### src/rtl/ahb_wom_bridge_if.sv
// Bus bundle for the AHB write-only memory bridge: AHB-Lite slave side plus
// the downstream memory write port with its wready backpressure.
interface ahb_wom_bridge_if #(
    parameter int AW = 10,
    parameter int DW = 16
) ();
    localparam int NB = DW / 8;

    logic          HSEL;
    logic [31:0]   HADDR;
    logic [1:0]    HTRANS;
    logic          HWRITE;
    logic [2:0]    HSIZE;
    logic [31:0]   HWDATA;
    logic          HREADY;
    logic          HREADYOUT;
    logic          HRESP;
    logic [31:0]   HRDATA;

    logic [AW-1:0] addr;
    logic [DW-1:0] data;
    logic [NB-1:0] be;
    logic          we;
    logic          wready;

    modport slave (
        input  HSEL, HADDR, HTRANS, HWRITE, HSIZE, HWDATA, HREADY, wready,
        output HREADYOUT, HRESP, HRDATA, addr, data, be, we
    );

    modport master (
        output HSEL, HADDR, HTRANS, HWRITE, HSIZE, HWDATA, HREADY, wready,
        input  HREADYOUT, HRESP, HRDATA, addr, data, be, we
    );
endinterface

### src/rtl/ahb_wom_bridge.sv
// AHB-Lite slave that posts bus writes into a small FIFO drained onto a
// write-only memory port; reads get a fixed OKAY or two-cycle ERROR response.
module ahb_wom_bridge #(
    parameter int AW          = 10,
    parameter int DW          = 16,
    parameter int DEPTH       = 2,
    parameter int ERR_ON_READ = 1
) (
    input  logic           CLK,
    input  logic           HRESETn,
    ahb_wom_bridge_if.slave bus
);
    localparam int NB = DW / 8;
    localparam int CW = $clog2(DEPTH + 1);

    typedef struct packed {
        logic [AW-1:0] addr;
        logic [DW-1:0] data;
        logic [NB-1:0] be;
    } entry_t;

    typedef enum logic [1:0] {RD_IDLE, RD_ERR1, RD_ERR2} rd_state_t;

    logic          addr_phase;
    logic          ph_valid;
    logic          ph_write;
    logic [AW-1:0] ph_addr;
    logic [2:0]    ph_size;
    logic [1:0]    ph_off;
    logic [3:0]    lane4;
    logic [NB-1:0] ph_be;
    logic          push_req, push, pop, space, stall;
    entry_t        new_entry;
    entry_t        fifo [DEPTH];
    entry_t        nxt  [DEPTH];
    logic [CW-1:0] count, nxt_count, slot;
    entry_t        out_q;
    logic          we_q;
    rd_state_t     rd_state;
    logic          err_wait, err_resp;
    logic          unused_bits;

    assign addr_phase = bus.HSEL & bus.HREADY & bus.HTRANS[1];

    always_ff @(posedge CLK or negedge HRESETn) begin
        if (!HRESETn) begin
            ph_valid <= 1'b0;
            ph_write <= 1'b0;
            ph_addr  <= '0;
            ph_size  <= '0;
            ph_off   <= '0;
        end else if (bus.HREADY) begin
            ph_valid <= bus.HSEL & bus.HTRANS[1];
            ph_write <= bus.HWRITE;
            ph_addr  <= bus.HADDR[AW+1:2];
            ph_size  <= bus.HSIZE;
            ph_off   <= bus.HADDR[1:0];
        end
    end

    // Lanes are worked out on a 32-bit bus and then cut down to the memory width.
    always_comb begin
        lane4 = 4'b1111;
        case (ph_size)
            3'd0:    lane4 = 4'b0001 << ph_off;
            3'd1:    lane4 = ph_off[1] ? 4'b1100 : 4'b0011;
            default: lane4 = 4'b1111;
        endcase
    end

    assign ph_be     = lane4[NB-1:0];
    assign new_entry = '{addr: ph_addr, data: bus.HWDATA[DW-1:0], be: ph_be};
    assign push_req  = ph_valid & ph_write & (ph_be != '0);
    assign pop       = we_q & bus.wready;
    assign space     = (count < CW'(DEPTH)) | pop;
    assign push      = push_req & space;
    assign stall     = push_req & ~space;

    // Entry 0 is always the head; a pop shifts everything down one slot.
    always_comb begin
        nxt  = fifo;
        slot = count - CW'(pop);
        if (pop) begin
            for (int i = 0; i < DEPTH - 1; i++) nxt[i] = fifo[i+1];
        end
        if (push) begin
            for (int i = 0; i < DEPTH; i++) begin
                if (slot == CW'(i)) nxt[i] = new_entry;
            end
        end
        nxt_count = slot + CW'(push);
    end

    always_ff @(posedge CLK or negedge HRESETn) begin
        if (!HRESETn) begin
            for (int i = 0; i < DEPTH; i++) fifo[i] <= '0;
            count <= '0;
            we_q  <= 1'b0;
            out_q <= '0;
        end else begin
            fifo  <= nxt;
            count <= nxt_count;
            we_q  <= (nxt_count != '0);
            if (nxt_count != '0) out_q <= nxt[0];
        end
    end

    // ERR2 behaves like IDLE so a new transfer can start in the second error cycle.
    always_ff @(posedge CLK or negedge HRESETn) begin
        if (!HRESETn) begin
            rd_state <= RD_IDLE;
            err_wait <= 1'b0;
            err_resp <= 1'b0;
        end else begin
            case (rd_state)
                RD_ERR1: begin
                    rd_state <= RD_ERR2;
                    err_wait <= 1'b0;
                    err_resp <= 1'b1;
                end
                default: begin
                    if ((ERR_ON_READ != 0) && addr_phase && !bus.HWRITE) begin
                        rd_state <= RD_ERR1;
                        err_wait <= 1'b1;
                        err_resp <= 1'b1;
                    end else begin
                        rd_state <= RD_IDLE;
                        err_wait <= 1'b0;
                        err_resp <= 1'b0;
                    end
                end
            endcase
        end
    end

    assign bus.HREADYOUT = ~err_wait & ~stall;
    assign bus.HRESP     = err_resp;
    assign bus.HRDATA    = '0;
    assign bus.addr      = out_q.addr;
    assign bus.data      = out_q.data;
    assign bus.be        = out_q.be;
    assign bus.we        = we_q;

    assign unused_bits = ^{bus.HADDR[31:AW+2], bus.HWDATA, bus.HTRANS[0], lane4};
endmodule
### src/flat_wrapper.sv
// flat-port wrapper written by rule: the top's interface ports become plain ports
module ahb_wom_bridge_flat 
#(
    parameter int AW          = 10,
    parameter int DW          = 16,
    parameter int DEPTH       = 2,
    parameter int ERR_ON_READ = 1
)
  (CLK, HRESETn, bus_HSEL, bus_HADDR, bus_HTRANS, bus_HWRITE, bus_HSIZE, bus_HWDATA, bus_HREADY, bus_wready, bus_HREADYOUT, bus_HRESP, bus_HRDATA, bus_addr, bus_data, bus_be, bus_we);
  ahb_wom_bridge_if #(.AW(AW), .DW(DW)) bus_i ();
  input  logic CLK;
  input  logic HRESETn;
  input wire logic [$bits(bus_i.HSEL)-1:0] bus_HSEL;
  input wire logic [$bits(bus_i.HADDR)-1:0] bus_HADDR;
  input wire logic [$bits(bus_i.HTRANS)-1:0] bus_HTRANS;
  input wire logic [$bits(bus_i.HWRITE)-1:0] bus_HWRITE;
  input wire logic [$bits(bus_i.HSIZE)-1:0] bus_HSIZE;
  input wire logic [$bits(bus_i.HWDATA)-1:0] bus_HWDATA;
  input wire logic [$bits(bus_i.HREADY)-1:0] bus_HREADY;
  input wire logic [$bits(bus_i.wready)-1:0] bus_wready;
  output wire logic [$bits(bus_i.HREADYOUT)-1:0] bus_HREADYOUT;
  output wire logic [$bits(bus_i.HRESP)-1:0] bus_HRESP;
  output wire logic [$bits(bus_i.HRDATA)-1:0] bus_HRDATA;
  output wire logic [$bits(bus_i.addr)-1:0] bus_addr;
  output wire logic [$bits(bus_i.data)-1:0] bus_data;
  output wire logic [$bits(bus_i.be)-1:0] bus_be;
  output wire logic [$bits(bus_i.we)-1:0] bus_we;
  assign bus_i.HSEL = bus_HSEL;
  assign bus_i.HADDR = bus_HADDR;
  assign bus_i.HTRANS = bus_HTRANS;
  assign bus_i.HWRITE = bus_HWRITE;
  assign bus_i.HSIZE = bus_HSIZE;
  assign bus_i.HWDATA = bus_HWDATA;
  assign bus_i.HREADY = bus_HREADY;
  assign bus_i.wready = bus_wready;
  assign bus_HREADYOUT = bus_i.HREADYOUT;
  assign bus_HRESP = bus_i.HRESP;
  assign bus_HRDATA = bus_i.HRDATA;
  assign bus_addr = bus_i.addr;
  assign bus_data = bus_i.data;
  assign bus_be = bus_i.be;
  assign bus_we = bus_i.we;
  ahb_wom_bridge #(.AW(AW), .DW(DW), .DEPTH(DEPTH), .ERR_ON_READ(ERR_ON_READ)) u_core (.CLK(CLK), .HRESETn(HRESETn), .bus(bus_i));
endmodule
### config.mk
export PLATFORM = sky130hd
export DESIGN_NAME = ahb_wom_bridge_flat
export DESIGN_NICKNAME = d
export VERILOG_FILES = /design/src/rtl/ahb_wom_bridge_if.sv /design/src/rtl/ahb_wom_bridge.sv /design/src/flat_wrapper.sv
export SDC_FILE = /design/constraint.sdc
export NUM_CORES = 1
export LEC_CHECK = 0
export BUFFER_PORTS_ARGS = -buffer_cell sky130_fd_sc_hd__buf_4
export CORE_MARGIN = 4
export CORE_UTILIZATION = 35
export CTS_BUF_LIST = sky130_fd_sc_hd__clkbuf_4
export DETAILED_ROUTE_END_ITERATION = 6
export GPL_ROUTABILITY_DRIVEN = 1
export MAX_ROUTING_LAYER = met4
export PLACE_DENSITY_LB_ADDON = 0.3
export REMOVE_ABC_BUFFERS = 1
export SETUP_SLACK_MARGIN = 0.05
export SLEW_MARGIN = 20
export SYNTH_ARGS = -nofsm -noshare
export SYNTH_HDL_FRONTEND = slang
export SYNTH_SLANG_ARGS = --single-unit
### constraint.sdc
create_clock -name CLK -period 4.2 [get_ports CLK]
set_input_delay 0.84 -clock CLK [delete_from_list [all_inputs] [get_ports CLK]]
set_output_delay 0.84 -clock CLK [all_outputs]
set_load 0.005 [all_outputs]
* Word-level counts from Yosys, hierarchy flattened *
Cells that the tools add are included.

word-level totals
  register bits after elaboration = 108
  bits in latches = 0
  RAM bits = 0
  memory bits (read-only) = 0
  input port bits = 75
  output and inout bits = 63
  logic and storage cells = 57
  memories kept = 0

cells by class
  add/sub/neg operators = 2
  $mul = 0
  divide/modulo/power cells = 0
  magnitude comparators = 1
  eq/ne operators = 3
  shift operators = 1
  mux-type cells = 11
  bitwise operators = 13
  reduce and logical (&&, ||, !) cells = 7

operators by type and width
  cell                                                               number
  28-bit two-way mux                                                 3
  56-bit two-way mux                                                 1
  1-bit AND                                                          9
  2-bit by 1-bit == test with 1-bit output, second input constant    2
  1-bit two-way mux                                                  4
  2-bit two-way mux                                                  2
  2-bit one-hot mux with 2 select lines                              1
  2-bit nonzero test                                                 2
  3-bit by 1-bit == test with 1-bit output, second input constant    1
  3-bit logical NOT                                                  1
  1-bit inverter                                                     3
  2-bit by 1-bit adder with 2-bit output                             1
  2-bit logical NOT                                                  1
  2-bit < comparator, second input constant                          1
  2-bit AND reduction                                                1
  1-bit by 2-bit left shift with 2-bit output, first input constant  1
  2-bit by 1-bit subtractor with 2-bit output                        1
  1-bit logical AND                                                  1
  1-bit logical NOT                                                  1
  1-bit bitwise OR                                                   1

* Depth between registers and ports, before layout *
Gate-level depths: netlist of the first run.

  depth after elaboration = 7
  mapped depth = 13
  depth with buffers taken out = 9

* Worst setup path after synthesis of the first run *
OpenSTA, ideal clock, no wires.

  path kind = input -> register
  start point = input port bus_wready
  end point = register u_core.fifo[11] in the netlist's numbering
  setup time = 0.128 ns
  data arrival time = 2.720 ns
  data required time = 4.072 ns
  setup slack = 1.353 ns
  stages = 9
  buffers on the path = 3
  cell sequence = nand2_1 -> inv_1 -> buf_6 -> buf_4 -> ha_1 -> or2_4 -> a2111oi_4 -> buf_2 -> mux2_1

on the way
  longest elaborated chain between the ends = 4
  elaborated cells between the ends (all ways) = 6
  those cells by class = 1 x add/sub; 1 x eq/ne; 3 x bitwise; 1 x reduce/logical

RTL lines
  item                                                                             RTL line                                    RTL
  start, declared                                                                  flat_wrapper.sv:20                          input wire logic [$bits(bus_i.wready)-1:0] bus_wready;
  1-bit AND *                                                                      ahb_wom_bridge.sv:74                        assign pop = we_q & bus.wready;
  2-bit by 1-bit subtractor with 2-bit output or 1-bit bitwise OR (tied branches)  ahb_wom_bridge.sv:82, ahb_wom_bridge.sv:75
  2-bit by 1-bit == test with 1-bit output or 1-bit AND (tied branches)            ahb_wom_bridge.sv:88, ahb_wom_bridge.sv:76
  2-bit AND reduction (no source line) *                                           -
  end signal, assigned                                                             ahb_wom_bridge.sv:101                       fifo <= nxt;
  end, declared                                                                    ahb_wom_bridge.sv:34                        entry_t fifo [DEPTH];

Mark *: on every way between the ends. The rest lies on a longest branch, timed or not.
A chain may end at the register's enable or synchronous reset.

* Worst setup path after layout of the first run *
  start point = register u_core.ph_off[1]
  end point = output port bus_HREADYOUT

on the way
  longest elaborated chain between the ends = 7
  elaborated cells between the ends (all ways) = 8
  those cells by class = 1 x shift; 2 x mux; 4 x bitwise; 1 x reduce/logical

RTL lines
  item                                                                              RTL line                                    RTL
  start, declared                                                                   ahb_wom_bridge.sv:29                        logic [1:0] ph_off;
  start signal, assigned                                                            ahb_wom_bridge.sv:57                        ph_off <= bus.HADDR[1:0];
  2-bit two-way mux or 1-bit by 2-bit left shift with 2-bit output (tied branches)  ahb_wom_bridge.sv:66, ahb_wom_bridge.sv:65
  2-bit one-hot mux with 2 select lines *                                           ahb_wom_bridge.sv:64                        case (ph_size)
  2-bit nonzero test *                                                              ahb_wom_bridge.sv:73                        assign push_req = ph_valid & ph_write & (ph_be != '0);
  1-bit AND *                                                                       ahb_wom_bridge.sv:73
  1-bit AND *                                                                       ahb_wom_bridge.sv:77                        assign stall = push_req & ~space;
  1-bit inverter *                                                                  ahb_wom_bridge.sv:136                       assign bus.HREADYOUT = ~err_wait & ~stall;
  1-bit AND *                                                                       ahb_wom_bridge.sv:136
  end, declared                                                                     flat_wrapper.sv:21                          output wire logic [$bits(bus_i.HREADYOUT)-1:0] bus_HREADYOUT;

Marks and branches as above.

==> results of run 1 <==
-- cell families (layout without fill, tap and decap cells) --
family | after synthesis | after routing | share of synthesized area
AO/OA/AOI/OAI | 68 | 68 | 0.123
adder cells (fa/ha/maj) | 2 | 2 | 0.00483
buffers and inverters | 63 | 99 | 0.0924
XOR/XNOR | 1 | 1 | 0.00483
AND/OR/NAND/NOR | 104 | 104 | 0.109
multiplexers | 68 | 68 | 0.148
other | 1 | 32 | 0.000725
flip-flops | 107 | 107 | 0.517
-- stage by stage --
stage,TNS (ns),cell area (um^2)
after global placement,0,5670
after detailed placement,0,5670
after global routing,0,5800
after floorplan,-2.10,4840
final,0,5800
after CTS,0,5800
-- per-layer routing --
metal | GRT usage | up-vias | share of wire
met5 | - | - | 0
met4 | 0.0257 | 0 | 0.0056
met3 | 0.0387 | 6 | 0.060
met2 | 0.228 | 79 | 0.49
met1 | 0.176 | 1599 | 0.44
li1 | - | 1503 | -
-- report_power, final --
group	internal [mW]	total, mW	switching [mW]
registers	1.47	1.67	0.198
logic	0.796	1.60	0.804
clock network	0.197	0.514	0.317
total	2.46	3.78	1.32
-- cell type report --
cell class,count,area share
flip-flops and latches,107,0.461
multi-input cells,275,0.371
repair buffers,76,0.101
well taps,184,0.0397
clock buffers,12,0.0155
clock inverters,4,0.00712
inverters,7,0.00453
-- flip-flops by register name, indices dropped and copies added (netlist names) --
signal and cells:
u_core.bus.data 16, u_core.ph_write 1, u_core.bus.addr 10, u_core.ph_off 2, u_core.fifo 56, u_core.count 2
u_core.bus.be 2, u_core.ph_addr 10, u_core.ph_valid 1, u_core.bus.we 1, u_core.ph_size 3, u_core.rd_state 2
u_core.bus.HRESP 1
-- placed cells by master (no fill, tap or decap), types with 3 or more instances in the layout --
cell type  synthesis  final
o31ai_2           20     20
inv_1              7      7
conb_1             1     32
mux2_2            42     42
o31ai_1            8      8
nor3_2            20     20
clkbuf_4           0     12
buf_4             37     74
a21oi_1            8      8
dfrtp_1          107    107
nor3_1             8      8
a21oi_2           20     20
nor2_1            34     34
a31oi_1            3      3
clkinv_1           0      3
mux2_1            26     26
o21ai_0            3      3
nand2_1           34     33
-- worst max path at each step --
stage / startpoint / to / slack, ns / cells after the start
floorplan: u_core.ph_size[1] / u_core.bus.addr[0] / -0.09 / 7
global placement: bus_wready / u_core.bus.data[8] / 1.01 / 11
detailed placement: bus_wready / u_core.bus.addr[0] / 0.96 / 11
CTS: u_core.ph_off[1] / bus_HREADYOUT / 1.18 / 5
global route: u_core.ph_off[1] / bus_HREADYOUT / 1.08 / 5
finish: u_core.ph_off[1] / bus_HREADYOUT / 1.29 / 5
-- worst max-delay path: cells and delay by family (launching register included) --
family	cells	cell delay, ns
buffers and inverters	2	0.62
flip-flops	1	0.47
AND/OR/NAND/NOR	2	0.34
AO/OA/AOI/OAI	1	0.18
==> impl_metrics.toml, run 1 <==
[drt]
num_vias = 3187
wl_per_cell_um = 16.3
drc = 0
drt_iter0_markers = 114
ant_nets = 0
drt-vias-per-instance = 4.79
drt_wl_total_um = 10800
drtPass1Iterations = 4

[setup_path]
r2r-start = "u_core.bus.we"
critPathKind = "register to output pin"
cp_slowest_cell = "buf_4"
cp-end-kind = "output pin"
crit_arrival_ns = 2.07
cp_slowest_stage_delay_ns = 0.49
path_max_fanout = 28
r2r-end = "u_core.bus.addr[0]"
crit_path_cell_trace = "nor3b_4, buf_4, nor2_1, a31oi_1, buf_4"
reg2regPathDepth = 10
crit_path_frequent_cell = "buf_4"
start_kind = "register"
cp.required_ns = 3.36
regToRegSetupSlack_ns = 1.51

[final_layout]
fin_util = 0.399
multi_input_area_um2 = 2150
diodes = 0
drive_gt1_frac = 0.416
fin_cells = 665
syn_to_final_growth_pct = 12.1
nNetsFinal = 553
nFillCells = 1434
regArea_um2 = 2680

[clock_tree]
cts.path.max_buffers = 2
cts_root_buffer = "clkbuf_4"
cts-buffers-inserted = 9
clk_latency_ns = 0.45
ctsHoldBuffers = 0
post-cts-setup-buffers = 0
path_clk_slew_ns = 0.15
postCtsResizedCells = 0
cts.sinks = 107
h-tree-depth = 3
cts_tree = "done"

[synth]
syn_area_per_cell_um2 = 12.5
synthTopCellsByArea = "dfrtp_1, mux2_2, mux2_1"
synth_top_area_share = 0.517
synthDistinctLibCells = 37
yosysMostFrequentCell = "dfrtp_1"
synth_top_cell_by_area = "dfrtp_1"
netlist_instances = 414
synth_edf_count = 0
async_flop_share = 1.00
ys_seq_area_frac = 0.517
synthFlopType = "dfrtp_1"
synth_area_um2 = 5170
yosysWarnings = 0
synth_commonest_cells = "dfrtp_1, mux2_2, buf_4, nand2_1, nor2_1"
synth_seq_cells = 107

[timing]
period_share = 0.694
fmax_ghz = 0.343
period_minus_slack_ns = 2.91
tightestPinTransition_ns = 0.937
slew_violations = 0
fin_skew_ns = 0.0146
rsz0062_at_grt = "false"
setup_viol = 0
setup_ws_ns = 1.29
whs_ns = 0.409
max_slew_margin = 0.373
hold_violations = 0

[die]
die_area_um2 = 16800
io_pins = 138
die_w_um = 130
start_util = 0.356
coreArea_um2 = 14500
fp.dieH_um = 130
rows = 44

[power]
powerDensity_nw_per_um2 = 651
vdd_ir_drop_max_mv = 0.241
p_leak_nw = 2.57
total_power_mw = 3.78

[place]
portBuffers = 68
place_ws_ns = 0.960
dp.cells = 649
gp_congestion = 0.703
dp_hpwl_um = 6960

[global_route]
grt_usage = 0.139
grt_pass1_wl_um = 17500
antenna_found_initial = 0
grt_pass1_vias = 3317
gr-total-overflow = 0
grt_max_degree = 84

[status]
status = "finished clean"

[worst_hold_path]
hp-class = "input pin to async pin"

[flow_run]
drv_cap = 0
Power figures use the tool's default switching activity.
==> run 2: changes to the inputs <==
--- a/config.mk
+++ b/config.mk
@@ -5,6 +5,7 @@
 export SDC_FILE = /design/constraint.sdc
 export NUM_CORES = 1
 export LEC_CHECK = 0
+export ABC_AREA = 1
 export BUFFER_PORTS_ARGS = -buffer_cell sky130_fd_sc_hd__buf_4
 export CORE_MARGIN = 4
 export CORE_UTILIZATION = 35
==> constraint.sdc (replaced) <==
create_clock -name CLK -period 2.94 [get_ports CLK]
set_input_delay 0.588 -clock CLK [delete_from_list [all_inputs] [get_ports CLK]]
set_output_delay 0.588 -clock CLK [all_outputs]
set_load 0.005 [all_outputs]
==> run 2 against run 1 <==
  * Register-to-register slack lost 0.72 ns
  * Utilization rose by 1.6 points
  * Synthesized cell count increased by 41%
  * Global-route usage rose by 0.71 points
  * Area after synthesis down 1.2%
  * Setup slack got worse by 0.50 ns
  * Non-clock buffer count increased by 7
  * Clock power rose by 83%
  * Largest cell class unchanged
  * Wire length is 5.8% higher
  * Count of clock-buffer cells in the layout unchanged
  * Via count up 18%
==> impl_metrics.toml, run 2 <==
[status]
status = "finished clean"

[setup_path]
path_max_fanout = 9
critPathKind = "register to output pin"
regToRegSetupSlack_ns = 0.79
crit_arrival_ns = 1.57
setup.worst_path.start = "u_core.bus.we"
start_kind = "register"
cp.required_ns = 2.35
reg2regPathDepth = 10
r2r-end = "u_core.bus.addr[5]"
cp-end-kind = "output pin"
r2r-start = "u_core.bus.we"

[worst_hold_path]
whs_endpoint = "u_core.ph_addr[6]"
hp-class = "input pin to register"
min_path_cells = 3
worstHoldStart = "bus_HADDR[8]"

[synth]
yosysWarnings = 0
ys_seq_area_frac = 0.524
synth_top_cell_by_area = "dfrtp_1"
yosysMostFrequentCell = "nand2_1"
synth_area_um2 = 5110
synth_seq_cells = 107
synthTopCellsByArea = "dfrtp_1, nand2_1, o21ai_0"
async_flop_share = 1.00
synth_commonest_cells = "nand2_1, dfrtp_1, inv_1, o21ai_0, nand3_1"
syn_area_per_cell_um2 = 8.78
synthDistinctLibCells = 24
netlist_instances = 582
synthFlopType = "dfrtp_1"
synth_edf_count = 0
synth_top_area_share = 0.524

[drt]
drc = 0
drt-vias-per-instance = 4.55
drt_iter0_markers = 294
ant_nets = 0
drt_wl_total_um = 11400
drtPass1Iterations = 4
wl_per_cell_um = 13.8
num_vias = 3767

[place]
dp_hpwl_um = 7530
dp.cells = 811
portBuffers = 68
gp_congestion = 0.776
postPlaceCellArea_um2 = 5650

[power]
p_leak_nw = 2.91
vdd_ir_drop_max_mv = 0.576
powerDensity_nw_per_um2 = 965

[die]
die_area_um2 = 16600
rows = 43
die_w_um = 129
fp.dieH_um = 129
io_pins = 138
start_util = 0.363
coreArea_um2 = 14100

[clock_tree]
cts-buffers-inserted = 9
clk_latency_ns = 0.46
cts.path.max_buffers = 2
path_clk_slew_ns = 0.16
cts_tree = "done"
cts_root_buffer = "clkbuf_4"
cts.sinks = 107
h-tree-depth = 3

[timing]
period_share = 0.733
slew_violations = 0
period_minus_slack_ns = 2.16
rsz0062_at_grt = "false"
fin_skew_ns = 0.0191
hold_violations = 0
fmax_ghz = 0.464
setup_viol = 0

[final_layout]
drive_gt1_frac = 0.179
syn_to_final_growth_pct = 14.4
fin_util = 0.415
diodes = 0
fin_cells = 828
final_cell_area_um2 = 5850
largest-register = "u_core.fifo"
final_cell_mix = "nand2_1, dfrtp_1, buf_4"
largest_reg_flops = 56
layout_commonest_cell = "nand2_1"
nNetsFinal = 720

[global_route]
grt_pass1_wl_um = 18700
antenna_found_initial = 0
grt_max_degree = 53
grt_pass1_vias = 3822
gr-total-overflow = 0
grt_usage = 0.147

[flow_run]
drv_cap = 0
[run 2: worst max-delay path by stage]
stage                          endpoint  slack [ns]  cells past startpoint
global placement     u_core.bus.addr[2]        0.52                     11
detailed placement   u_core.bus.addr[2]        0.48                     11
global route        u_core.bus.data[11]        0.60                     10
floorplan            u_core.bus.addr[0]       -0.95                      9
finish                    bus_HREADYOUT        0.78                      6
CTS                       bus_HREADYOUT        0.73                      6
[run 2: per-stage QoR]
stage / setup TNS (ns) / power [mW] / setup slack, ns / hold WS [ns]
after global placement: 0 / 4.69 / 0.515 / 0.420
after floorplan: -42.14 / 3.74 / -0.945 / 0.292
final: 0 / 5.65 / 0.784 / 0.320
after detailed placement: 0 / 4.77 / 0.481 / 0.439
after global routing: 0 / 6.13 / 0.603 / 0.308
after CTS: 0 / 5.73 / 0.735 / 0.293
[run 2: kinds of logic after synthesis]
logic type / after synthesis / synth area share
AO/OA/AOI/OAI: 100 / 0.117
adder cells (fa/ha/maj): 2 / 0.00489
buffers and inverters: 132 / 0.140
flip-flops: 107 / 0.524
multiplexers: 3 / 0.00661
other: 1 / 0.000734
AND/OR/NAND/NOR: 237 / 0.208
[run 2: per-layer routing]
metal  global-route usage  wire length, um  vias up
met4               0.0519              170        0
met1                0.189             5370     1781
met5                    -                0        -
met3               0.0232              467       13
met2                0.235             5440       84
li1                     -                -     1889
[run 2: worst max-delay path, cell delays in order (launching register included)]
cell,delay (ns)
dfrtp_1,0.41
nand2_2,0.10
buf_4,0.16
nand2_1,0.09
o21ai_0,0.17
inv_1,0.06
buf_4,0.13
[run 2: layout make-up]
cell class	count	area (um^2)
fill	1435	8250
sequential	107	2680
multi-input combinational	374	1850
timing repair buffer	83	651
inverter	68	255
tap	180	225
clock inverter	4	98.8
clock buffer	12	90.1
[run 2: power breakdown]
part	total, mW	internal (mW)	switching, mW	leakage (nW)
combinational	2.35	1.01	1.34	1.55
sequential	2.36	2.11	0.249	1.25
clock	0.942	0.462	0.479	0.102
total	5.65	3.58	2.06	2.91
[run 2: repair_timing]
| item | 4_1_cts | 5_1_grt |
|---|---|---|
| setup endpoints to repair | 0 | 0 |
| resized for setup | 0 | 0 |
| setup buffers | 0 | 0 |
| hold buffers | 1 | 0 |
| hold endpoints to repair | 21 | 0 |
